[src/rtl/uart_pkg.sv]
// Shared widths, FSM state encoding and the frame parity rule for the UART loopback.
// Defining UART_ODD_PARITY_EN switches the parity bit and its check to odd parity.
package uart_pkg;

    localparam int DW_DEF    = 8;
    localparam int DEPTH_DEF = 16;

    typedef enum logic [2:0] {
        IDLE,
        START,
        DATA,
        PARITY,
        STOP
    } state_t;

    // Zero-extension is harmless: extra zero bits change neither XOR nor XNOR.
    function automatic logic parity_bit(input logic [31:0] d);
`ifdef UART_ODD_PARITY_EN
        return ~^d;
`else
        return ^d;
`endif
    endfunction

endpackage

[src/rtl/uart_loopback_top_fifo.sv]
// Tick-paced synchronous FIFO; the extra pointer bit separates full from empty.
// Used both as the TX FIFO and the RX FIFO of the loopback.
module uart_sync_fifo
    import uart_pkg::*;
#(
    parameter int DW    = DW_DEF,
    parameter int DEPTH = DEPTH_DEF
) (
    input  logic          clk,
    input  logic          areset,
    input  logic          en,
    input  logic          wr,
    input  logic [DW-1:0] wdata,
    input  logic          rd,
    output logic [DW-1:0] rdata,
    output logic          full,
    output logic          empty
);
    localparam int AW = $clog2(DEPTH);

    logic [DW-1:0] mem [DEPTH];
    logic [AW:0]   wr_ptr;
    logic [AW:0]   rd_ptr;
    logic          do_wr;
    logic          do_rd;

    assign full  = (wr_ptr[AW] != rd_ptr[AW]) && (wr_ptr[AW-1:0] == rd_ptr[AW-1:0]);
    assign empty = (wr_ptr == rd_ptr);
    assign do_wr = en && wr && !full;
    assign do_rd = en && rd && !empty;
    assign rdata = mem[rd_ptr[AW-1:0]];

    always_ff @(posedge clk) begin
        if (areset) begin
            wr_ptr <= '0;
            rd_ptr <= '0;
        end else begin
            if (do_wr) wr_ptr <= wr_ptr + (AW+1)'(1);
            if (do_rd) rd_ptr <= rd_ptr + (AW+1)'(1);
        end
    end

    // Storage is not reset; the pointers alone define what is valid.
    always_ff @(posedge clk) begin
        if (do_wr) mem[wr_ptr[AW-1:0]] <= wdata;
    end

endmodule

[src/rtl/uart_loopback_top.sv]
// UART loopback: TX FIFO -> transmitter -> serial line -> receiver -> RX FIFO, all on one baud tick.
// Optional macro UART_ODD_PARITY_EN selects odd parity (even parity when undefined).
module uart_loopback_top
    import uart_pkg::*;
#(
    parameter int CLK_DIV = 100,
    parameter int DEPTH   = DEPTH_DEF,
    parameter int DW      = DW_DEF
) (
    input  logic          clk,
    input  logic          areset,
    input  logic          strt_enbl,
    input  logic [DW-1:0] din,
    input  logic          write_en,
    input  logic          p_enbl,
    output logic          error
);
    localparam int CW = (CLK_DIV > 1) ? $clog2(CLK_DIV) : 1;
    localparam int BW = $clog2(DW);

    logic [CW-1:0] baud_cnt;
    logic          tx_enbl;

    always_ff @(posedge clk) begin
        if (areset)       baud_cnt <= '0;
        else if (tx_enbl) baud_cnt <= '0;
        else              baud_cnt <= baud_cnt + CW'(1);
    end

    assign tx_enbl = (baud_cnt == CW'(CLK_DIV - 1));

    logic [DW-1:0] tx_head;
    logic          tx_full;
    logic          tx_empty;
    logic [DW-1:0] rx_head;
    logic          rx_full;
    logic          rx_empty;
    logic          ack;
    logic          nack;

    // The read pointer only moves on ack, so a nacked byte stays at the head for resend.
    uart_sync_fifo #(.DW(DW), .DEPTH(DEPTH)) u_tx_fifo (
        .clk   (clk),
        .areset(areset),
        .en    (tx_enbl),
        .wr    (write_en),
        .wdata (din),
        .rd    (ack),
        .rdata (tx_head),
        .full  (tx_full),
        .empty (tx_empty)
    );

    state_t        tx_state;
    state_t        tx_next;
    logic [DW-1:0] tx_shreg;
    logic [BW-1:0] tx_idx;
    logic          tx_par_en;
    logic          tx_load;
    logic          line;
    logic          busy;

    always_ff @(posedge clk) begin
        if (areset) tx_state <= IDLE;
        else        tx_state <= tx_next;
    end

    always_comb begin
        tx_next = tx_state;
        line    = 1'b1;
        tx_load = 1'b0;
        case (tx_state)
            IDLE: begin
                if (tx_enbl && strt_enbl && !tx_empty) begin
                    tx_next = START;
                    tx_load = 1'b1;
                end
            end
            START: begin
                line = 1'b0;
                if (tx_enbl) tx_next = DATA;
            end
            DATA: begin
                line = tx_shreg[tx_idx];
                if (tx_enbl && tx_idx == BW'(DW - 1)) tx_next = tx_par_en ? PARITY : STOP;
            end
            PARITY: begin
                line = parity_bit(32'(tx_shreg));
                if (tx_enbl) tx_next = STOP;
            end
            STOP: begin
                if (tx_enbl) tx_next = IDLE;
            end
            default: tx_next = IDLE;
        endcase
    end

    assign busy = (tx_state != IDLE);

    always_ff @(posedge clk) begin
        if (areset) begin
            tx_shreg  <= '0;
            tx_idx    <= '0;
            tx_par_en <= 1'b0;
        end else begin
            if (tx_load) begin
                tx_shreg  <= tx_head;
                tx_par_en <= p_enbl;
            end
            if (tx_enbl) tx_idx <= (tx_state == DATA) ? tx_idx + BW'(1) : '0;
        end
    end

    // Receiver samples on the same ticks as the transmitter, one slot behind the line change.
    logic          info;
    state_t        rx_state;
    state_t        rx_next;
    logic [DW-1:0] rx_shreg;
    logic [BW-1:0] rx_idx;
    logic          rx_par;
    logic          frame_ok;

    assign info = line;

    always_ff @(posedge clk) begin
        if (areset) rx_state <= IDLE;
        else        rx_state <= rx_next;
    end

    always_comb begin
        rx_next = rx_state;
        case (rx_state)
            IDLE:    if (tx_enbl && !info) rx_next = DATA;
            DATA:    if (tx_enbl && rx_idx == BW'(DW - 1)) rx_next = tx_par_en ? PARITY : STOP;
            PARITY:  if (tx_enbl) rx_next = STOP;
            STOP:    if (tx_enbl) rx_next = IDLE;
            default: rx_next = IDLE;
        endcase
    end

    // A stop bit sampled low is rejected exactly like a parity mismatch.
    assign frame_ok = info && (!tx_par_en || (rx_par == parity_bit(32'(rx_shreg))));
    assign ack      = tx_enbl && (rx_state == STOP) && frame_ok;
    assign nack     = tx_enbl && (rx_state == STOP) && !frame_ok;

    always_ff @(posedge clk) begin
        if (areset) begin
            rx_shreg <= '0;
            rx_idx   <= '0;
            rx_par   <= 1'b0;
            error    <= 1'b0;
        end else begin
            if (tx_enbl) begin
                case (rx_state)
                    DATA: begin
                        rx_shreg <= {info, rx_shreg[DW-1:1]};
                        rx_idx   <= rx_idx + BW'(1);
                    end
                    PARITY:  rx_par <= info;
                    default: rx_idx <= '0;
                endcase
            end
            if (ack)       error <= 1'b0;
            else if (nack) error <= 1'b1;
        end
    end

    uart_sync_fifo #(.DW(DW), .DEPTH(DEPTH)) u_rx_fifo (
        .clk   (clk),
        .areset(areset),
        .en    (tx_enbl),
        .wr    (ack),
        .wdata (rx_shreg),
        .rd    (1'b0),
        .rdata (rx_head),
        .full  (rx_full),
        .empty (rx_empty)
    );

    // Status nets kept for observation; nothing inside the block consumes them.
    logic status_unused;
    assign status_unused = ^{rx_head, rx_full, rx_empty, tx_full, busy};

endmodule

[config.mk]
export PLATFORM = sky130hd
export DESIGN_NAME = uart_loopback_top
export DESIGN_NICKNAME = d
export VERILOG_FILES = /design/src/rtl/uart_pkg.sv /design/src/rtl/uart_loopback_top_fifo.sv /design/src/rtl/uart_loopback_top.sv
export SDC_FILE = /design/constraint.sdc
export NUM_CORES = 1
export LEC_CHECK = 0
export ABC_AREA = 0
export ABC_CLOCK_PERIOD_IN_PS = 3900
export BUFFER_PORTS_ARGS = -buffer_cell sky130_fd_sc_hd__buf_4
export CORE_AREA = 2 2 128 130
export CTS_CLUSTER_SIZE = 12
export DETAILED_ROUTE_END_ITERATION = 12
export DIE_AREA = 0 0 130 132
export PLACE_DENSITY = 0.62
export SKIP_LAST_GASP = 1
export SLEW_MARGIN = 20
export SYNTH_ARGS = -nofsm -noshare
export SYNTH_HDL_FRONTEND = slang
export SYNTH_HIERARCHICAL = 1
export SYNTH_SLANG_ARGS = --single-unit
[constraint.sdc]
create_clock -name clk -period 3.9 [get_ports clk]
set_input_delay 0.78 -clock clk [delete_from_list [all_inputs] [get_ports clk]]
set_output_delay 0.78 -clock clk [all_outputs]
set_load 0.01 [all_outputs]
==> impl_metrics.ini, run 1 <==
[status]
outcome = completed

[placed_design]
io_buffers = 13
placedCellCount = 689
post_dp_cell_area_mm2 = 0.00794
place.gp.congestion = 0.830
dp_slack_ps = 828
dp_hpwl_um = 9640

[route]
drt-vias-per-instance = 5.71
drt-pass1-iter-count = 4
remaining_drc_errors = 0
vias = 4113
wl_per_cell_um = 20.2
dr.first_iter.drc_count = 368
detail-route-antenna-nets = 0
drt-total-wl_um = 14600

[floorplanning]
io_pins = 14
dieArea_mm2 = 0.0172
initial_core_util_pct = 49.0
core_area_mm2 = 0.0157
die_width_um = 130
rows = 46
die_y_um = 132

[grt]
grt_pass1_vias = 3966
antenna_found_initial = 1
grt_first_pass_wirelength_um = 22400
grt_max_degree = 54
globalRouteOverflowTotal = 0
gr-usage-all-layers_pct = 17.9

[logic_synthesis]
synth-adder-area-share_pct = 1.63
synth_area_per_cell_um2 = 16.1
synth-compound-area-share_pct = 4.13
synthTopCellsByArea = edfxtp_1, dfxtp_1, mux4_1
yosys.area_share.simple_pct = 8.13
muxShareOfSynthArea_pct = 17.2
syn_inst = 479
seq_area_frac_synth_pct = 63.4
synth.distinct_cells = 63
syn_nets = 502
synthXorXnorAreaFrac_pct = 3.02
yosysTopAreaCell = edfxtp_1
yosysWarnings = 6
ys_async_sr_fraction_pct = 0
yosys_most_used_dff = edfxtp_1
syn-cell-area_mm2 = 0.00770
synth_edf_count = 128
yosys.area.top_type_share_pct = 49.9
synth_seq_cells = 180
synth_top_family_by_area = multiplexers

[clock_tree]
clk_latency_ps = 430
holdBufCountCts = 0
clock_path_buffers = 2
cts_tree = done
cts_max_level = 4
cts_setup_buffers = 0
cts_resized = 0
cts_root_buffer = clkbuf_16
tritoncts.num_buffers = 17
cts.sinks = 180
clk_pin_slew_ps = 60

[sta]
rsz0062_at_grt = no
worst_slew_pin_slew_ps = 1020
hold_viol = 0
fin_tns_setup_ps = 0
fin_ws_ps = 795
relSlewSlack_pct = 31.8
min_period_over_period_pct = 79.6
skew_ps = 10.6
slew_violations = 0
period_minus_slack_ps = 3110
finalSetupViolations = 0
fmax_ghz = 0.322

[pwr]
p_sw_share_pct = 20.5
pwr-share-seq_pct = 54.0
powerDensity_mw_per_mm2 = 448
p_switching_uw = 783
internal_power_mw = 3.04
comb_power_share_pct = 2.2
total_power_mw = 3.82
leakagePower_nw = 2.83
vdd_drop_max_mv = 0.326
p_clk_share_pct = 43.8

[final_layout]
drive_above_1_share_pct = 14.9
antenna_cells = 0
layout.nets = 515
stdcell_count = 720
syn2layout_area_growth_pct = 10.7
final_cell_mix = edfxtp_1, dfxtp_1, nor2_1
layout_commonest_cell = edfxtp_1
finalInstanceArea_mm2 = 0.00852

[setup_path]
cp_top_family = simple AND/OR/NAND/NOR gates
max_stage_delay_ps = 510
cp_max_fo = 13
path_cells = ha_1, nand4b_1, or2_1, clkinv_1, nand3_1, a21oi_1, and2_2, and2_1, a21boi_2, mux2_1
crit_type = flip-flop to flip-flop
reg2reg_from = baud_cnt[0]
timing.rr.end = u_tx_fifo/rd_ptr[0]
setup.worst_path.start = baud_cnt[0]
reg2reg_depth = 10
worstSetupEndpointType = flip-flop
cp_data_arrival_time_ps = 3420
cp.required_ps = 4210
rrSetupSlack_ps = 790
cp_slowest_cell = clkinv_1
critPathBufInv = 1
cp.depth = 10
crit_end = u_tx_fifo/rd_ptr[0]
crit_path_start_kind = flip-flop

[worst_hold_path]
hold_class = flip-flop to flip-flop

[flow_run]
drv_cap = 0
==> synthesized netlist by cell type (all sizes together) (3+ instances only) <==
master and instances:
nor2 46, o311ai 4, clkbuf 7, nand3 8
edfxtp 128, nand2 7, xor2 4, and2 3
mux4 41, nand2b 6, a21oi 13, dfxtp 52
and3 17, nor2b 10, inv 12, mux2 8
xnor2 20, ha 10, nor3 3, buf 14
nand4 4, mux2i 22, o21ai 8, or4 5
==> registers in the layout, summed over array words and instances, names as in the netlist, 5 cells and up, named ones only <==
| signal | cells |
|---|---|
| rx_shreg | 8 |
| u_tx_fifo/rd_ptr | 5 |
| u_tx_fifo/wr_ptr | 5 |
| tx_shreg | 8 |
| u_tx_fifo/mem | 128 |
| baud_cnt | 7 |
==> layer usage <==
layer	vias to the layer above	share of wire, %	GRT usage, %	routed length (um)
met3	12	5.5	4.26	797
li1	1907	-	-	-
met2	115	49	27.8	7110
met5	-	0.11	0	16
met4	2	0.88	5.73	128
met1	2077	45	25.2	6510
==> cells by family (layout without fill, tap and decap cells) <==
group,Yosys count,count (layout)
flops,180,180
mux,71,71
simple gates,116,116
xor+xnor,25,25
fa+ha+maj,10,10
buf+inv,34,59
compound gates,43,43
==> cell type report <==
type	count	area (um^2)
sequential	180	4890
tap	216	270
inverter	13	48.8
fill	1219	7190
clock inverter	12	145
multi-input combinational	265	2630
timing repair buffer	15	113
clock buffer	19	433
==> power groups by stage <==
stage | sequential [mW] | clock (mW) | combinational [mW]
2_1_floorplan | 2.09 | 0 | 0.0514
3_3_place_gp | 2.10 | 0 | 0.0826
3_5_place_dp | 2.10 | 0 | 0.0849
4_1_cts | 2.06 | 1.71 | 0.0851
5_1_grt | 2.06 | 1.79 | 0.0929
6_report | 2.06 | 1.67 | 0.0844
==> worst reg2reg max path, cell delays in order, from the launching register on <==
cell and delay (ps):
dfxtp_1 320, ha_1 240, nand4b_1 150, or2_1 490, clkinv_1 510, nand3_1 260, a21oi_1 70, and2_2 210
and2_1 190, a21boi_2 210, mux2_1 350
==> stage by stage <==
step,utilization (%),hold WS [ps]
4_1_cts,54.2,446
5_1_grt,54.2,458
6_report,54.2,443
2_1_floorplan,-,413
3_3_place_gp,50.5,422
3_5_place_dp,50.5,438
==> worst min path at each step <==
stage | startpoint | end | slack [ps] | depth (start not counted)
after floorplan | baud_cnt[0] | baud_cnt[0] | 410 | 1
after global placement | baud_cnt[0] | baud_cnt[0] | 420 | 1
after CTS | baud_cnt[0] | baud_cnt[0] | 450 | 1
after global routing | baud_cnt[0] | baud_cnt[0] | 460 | 1
after detailed placement | baud_cnt[0] | baud_cnt[0] | 440 | 1
final | baud_cnt[0] | baud_cnt[0] | 440 | 1
No activity file was read; power rests on OpenSTA's default activity.
==> inputs of run 2 (changes only) <==
--- a/config.mk
+++ b/config.mk
@@ -6,13 +6,13 @@
 export NUM_CORES = 1
 export LEC_CHECK = 0
 export ABC_AREA = 0
-export ABC_CLOCK_PERIOD_IN_PS = 3900
+export ABC_CLOCK_PERIOD_IN_PS = 2650
 export BUFFER_PORTS_ARGS = -buffer_cell sky130_fd_sc_hd__buf_4
 export CORE_AREA = 2 2 128 130
 export CTS_CLUSTER_SIZE = 12
 export DETAILED_ROUTE_END_ITERATION = 12
 export DIE_AREA = 0 0 130 132
-export PLACE_DENSITY = 0.62
+export PLACE_DENSITY = 0.64
 export SKIP_LAST_GASP = 1
 export SLEW_MARGIN = 20
 export SYNTH_ARGS = -nofsm -noshare
==> constraint.sdc (replaced) <==
create_clock -name clk -period 2.65 [get_ports clk]
set_input_delay 0.53 -clock clk [delete_from_list [all_inputs] [get_ports clk]]
set_output_delay 0.53 -clock clk [all_outputs]
set_load 0.01 [all_outputs]
==> run 2 against run 1 <==
Compared with the run above:
- die area unchanged
- non-clock buffer count rose by 21
- first-iteration DRC count is 9.2% lower
- via count down 0.19%
- flip-flop and latch count stayed put
- power increased by 46%
- largest cell class unchanged
- largest power group unchanged
- highest routed layer is now met4
==> impl_metrics.ini, run 2 (same netlist as run 1, synthesis figures left out) <==
[clock_tree]
cts_setup_buffers = 0
clock_path_buffers = 2
cts_max_level = 4
cts_root_buffer = clkbuf_16
cts_tree = done
clk_pin_slew_ps = 70
clk_latency_ps = 420
cts.sinks = 180
tritoncts.num_buffers = 17

[setup_path]
path_cells = ha_1, nand4b_1, or2_1, clkinv_1, nand3_1, a21oi_2, and2_2, and2_1, a21boi_2, mux2_1
max_stage_delay_ps = 360
cp_slowest_cell = mux2_1
crit_path_start_kind = flip-flop
crit_type = flip-flop to flip-flop
cp_data_arrival_time_ps = 2730
cp.depth = 10
reg2reg_from = baud_cnt[0]
reg2reg_depth = 10
worstSetupEndpointType = flip-flop
setup.worst_path.start = baud_cnt[0]
cp_max_fo = 5
rrSetupSlack_ps = 210
cp_top_family = simple AND/OR/NAND/NOR gates
cp.required_ps = 2940
critPathBufInv = 1

[floorplanning]
die_y_um = 132
rows = 46
die_width_um = 130
io_pins = 14
core_area_mm2 = 0.0157
initial_core_util_pct = 49.0
dieArea_mm2 = 0.0172

[sta]
rsz0062_at_grt = no
relSlewSlack_pct = 59.2
min_period_over_period_pct = 91.9
worst_slew_pin_slew_ps = 611
whs_ps = 350
fin_tns_setup_ps = 0
fmax_ghz = 0.410
period_minus_slack_ps = 2440
finalSetupViolations = 0
hold_viol = 0
slew_violations = 0
skew_ps = 12.4

[route]
detail-route-antenna-nets = 0
dr.first_iter.drc_count = 334
drt-total-wl_um = 13700
drt-vias-per-instance = 5.53
remaining_drc_errors = 0
wl_per_cell_um = 18.4
drt-pass1-iter-count = 4
vias = 4105

[grt]
grt_pass1_vias = 4199
globalRouteOverflowTotal = 0
grt_max_degree = 54
gr-usage-all-layers_pct = 17.3
antenna_found_initial = 0
grt_first_pass_wirelength_um = 22300

[final_layout]
largest_register_ffs = 128
final_cell_mix = edfxtp_1, dfxtp_1, nor2_1
drive_above_1_share_pct = 18.6
layout_commonest_cell = edfxtp_1
finalInstanceArea_mm2 = 0.00869
antenna_cells = 0
syn2layout_area_growth_pct = 12.9
layout.nets = 536

[status]
outcome = completed

[pwr]
vdd_drop_max_mv = 0.470
leakagePower_nw = 2.94
powerDensity_mw_per_mm2 = 640
total_power_mw = 5.56

[placed_design]
post_dp_cell_area_mm2 = 0.00811
io_buffers = 13
place.gp.congestion = 0.794
dp_hpwl_um = 9010

[flow_run]
drv_cap = 0

[worst_hold_path]
hold_class = input port to flip-flop
-- run 2: worst register-to-register path, delay by kind of cell, from the launching register on --
family	cells	cell delay (ps)
mux	1	360
buf+inv	1	70
flops	1	350
fa+ha+maj	1	210
simple gates	5	870
compound gates	2	460
-- run 2: worst min path at each step --
| stage | startpoint | to | slack, ps | cells past startpoint |
|---|---|---|---|---|
| global route | p_enbl | tx_par_en | 360 | 3 |
| finish | p_enbl | tx_par_en | 350 | 3 |
| global placement | baud_cnt[0] | baud_cnt[0] | 420 | 1 |
| detailed placement | baud_cnt[0] | baud_cnt[0] | 440 | 1 |
| CTS | p_enbl | tx_par_en | 330 | 3 |
| floorplan | baud_cnt[0] | baud_cnt[0] | 410 | 1 |
-- run 2: metrics by stage --
stage | worst slack [ps] | util, % | instances
detailed placement | 205 | 51.6 | 710
finish | 213 | 55.3 | 742
global placement | 267 | 51.6 | 710
global route | 10.4 | 55.3 | 742
CTS | 148 | 55.3 | 742
floorplan | 293 | - | 479
-- run 2: timing repair --
item	CTS	global route
resized for setup	0	1
setup endpoints to repair	0	4
hold buffers	0	0
-- run 2: layout make-up --
type	count	area, um^2
fillers	1227	7020
flip-flops and latches	180	4890
multi-input cells	265	2630
clock buffers	17	425
repair buffers	36	283
well taps	216	270
clock inverters	15	148
inverters	13	48.8
-- run 2: routing by layer --
metal,vias to the layer above,wire (um),global-route usage [%]
met4,0,104,5.79
met3,4,419,4.22
li1,1946,-,-
met5,-,0,0
met1,2091,6240,23.1
met2,64,6910,28.0
-- run 2: report_power, final --
part	total, mW	switching (mW)	internal, mW
registers	3.03	0.0176	3.01
logic	0.117	0.0693	0.0481
clock network	2.41	1.09	1.32
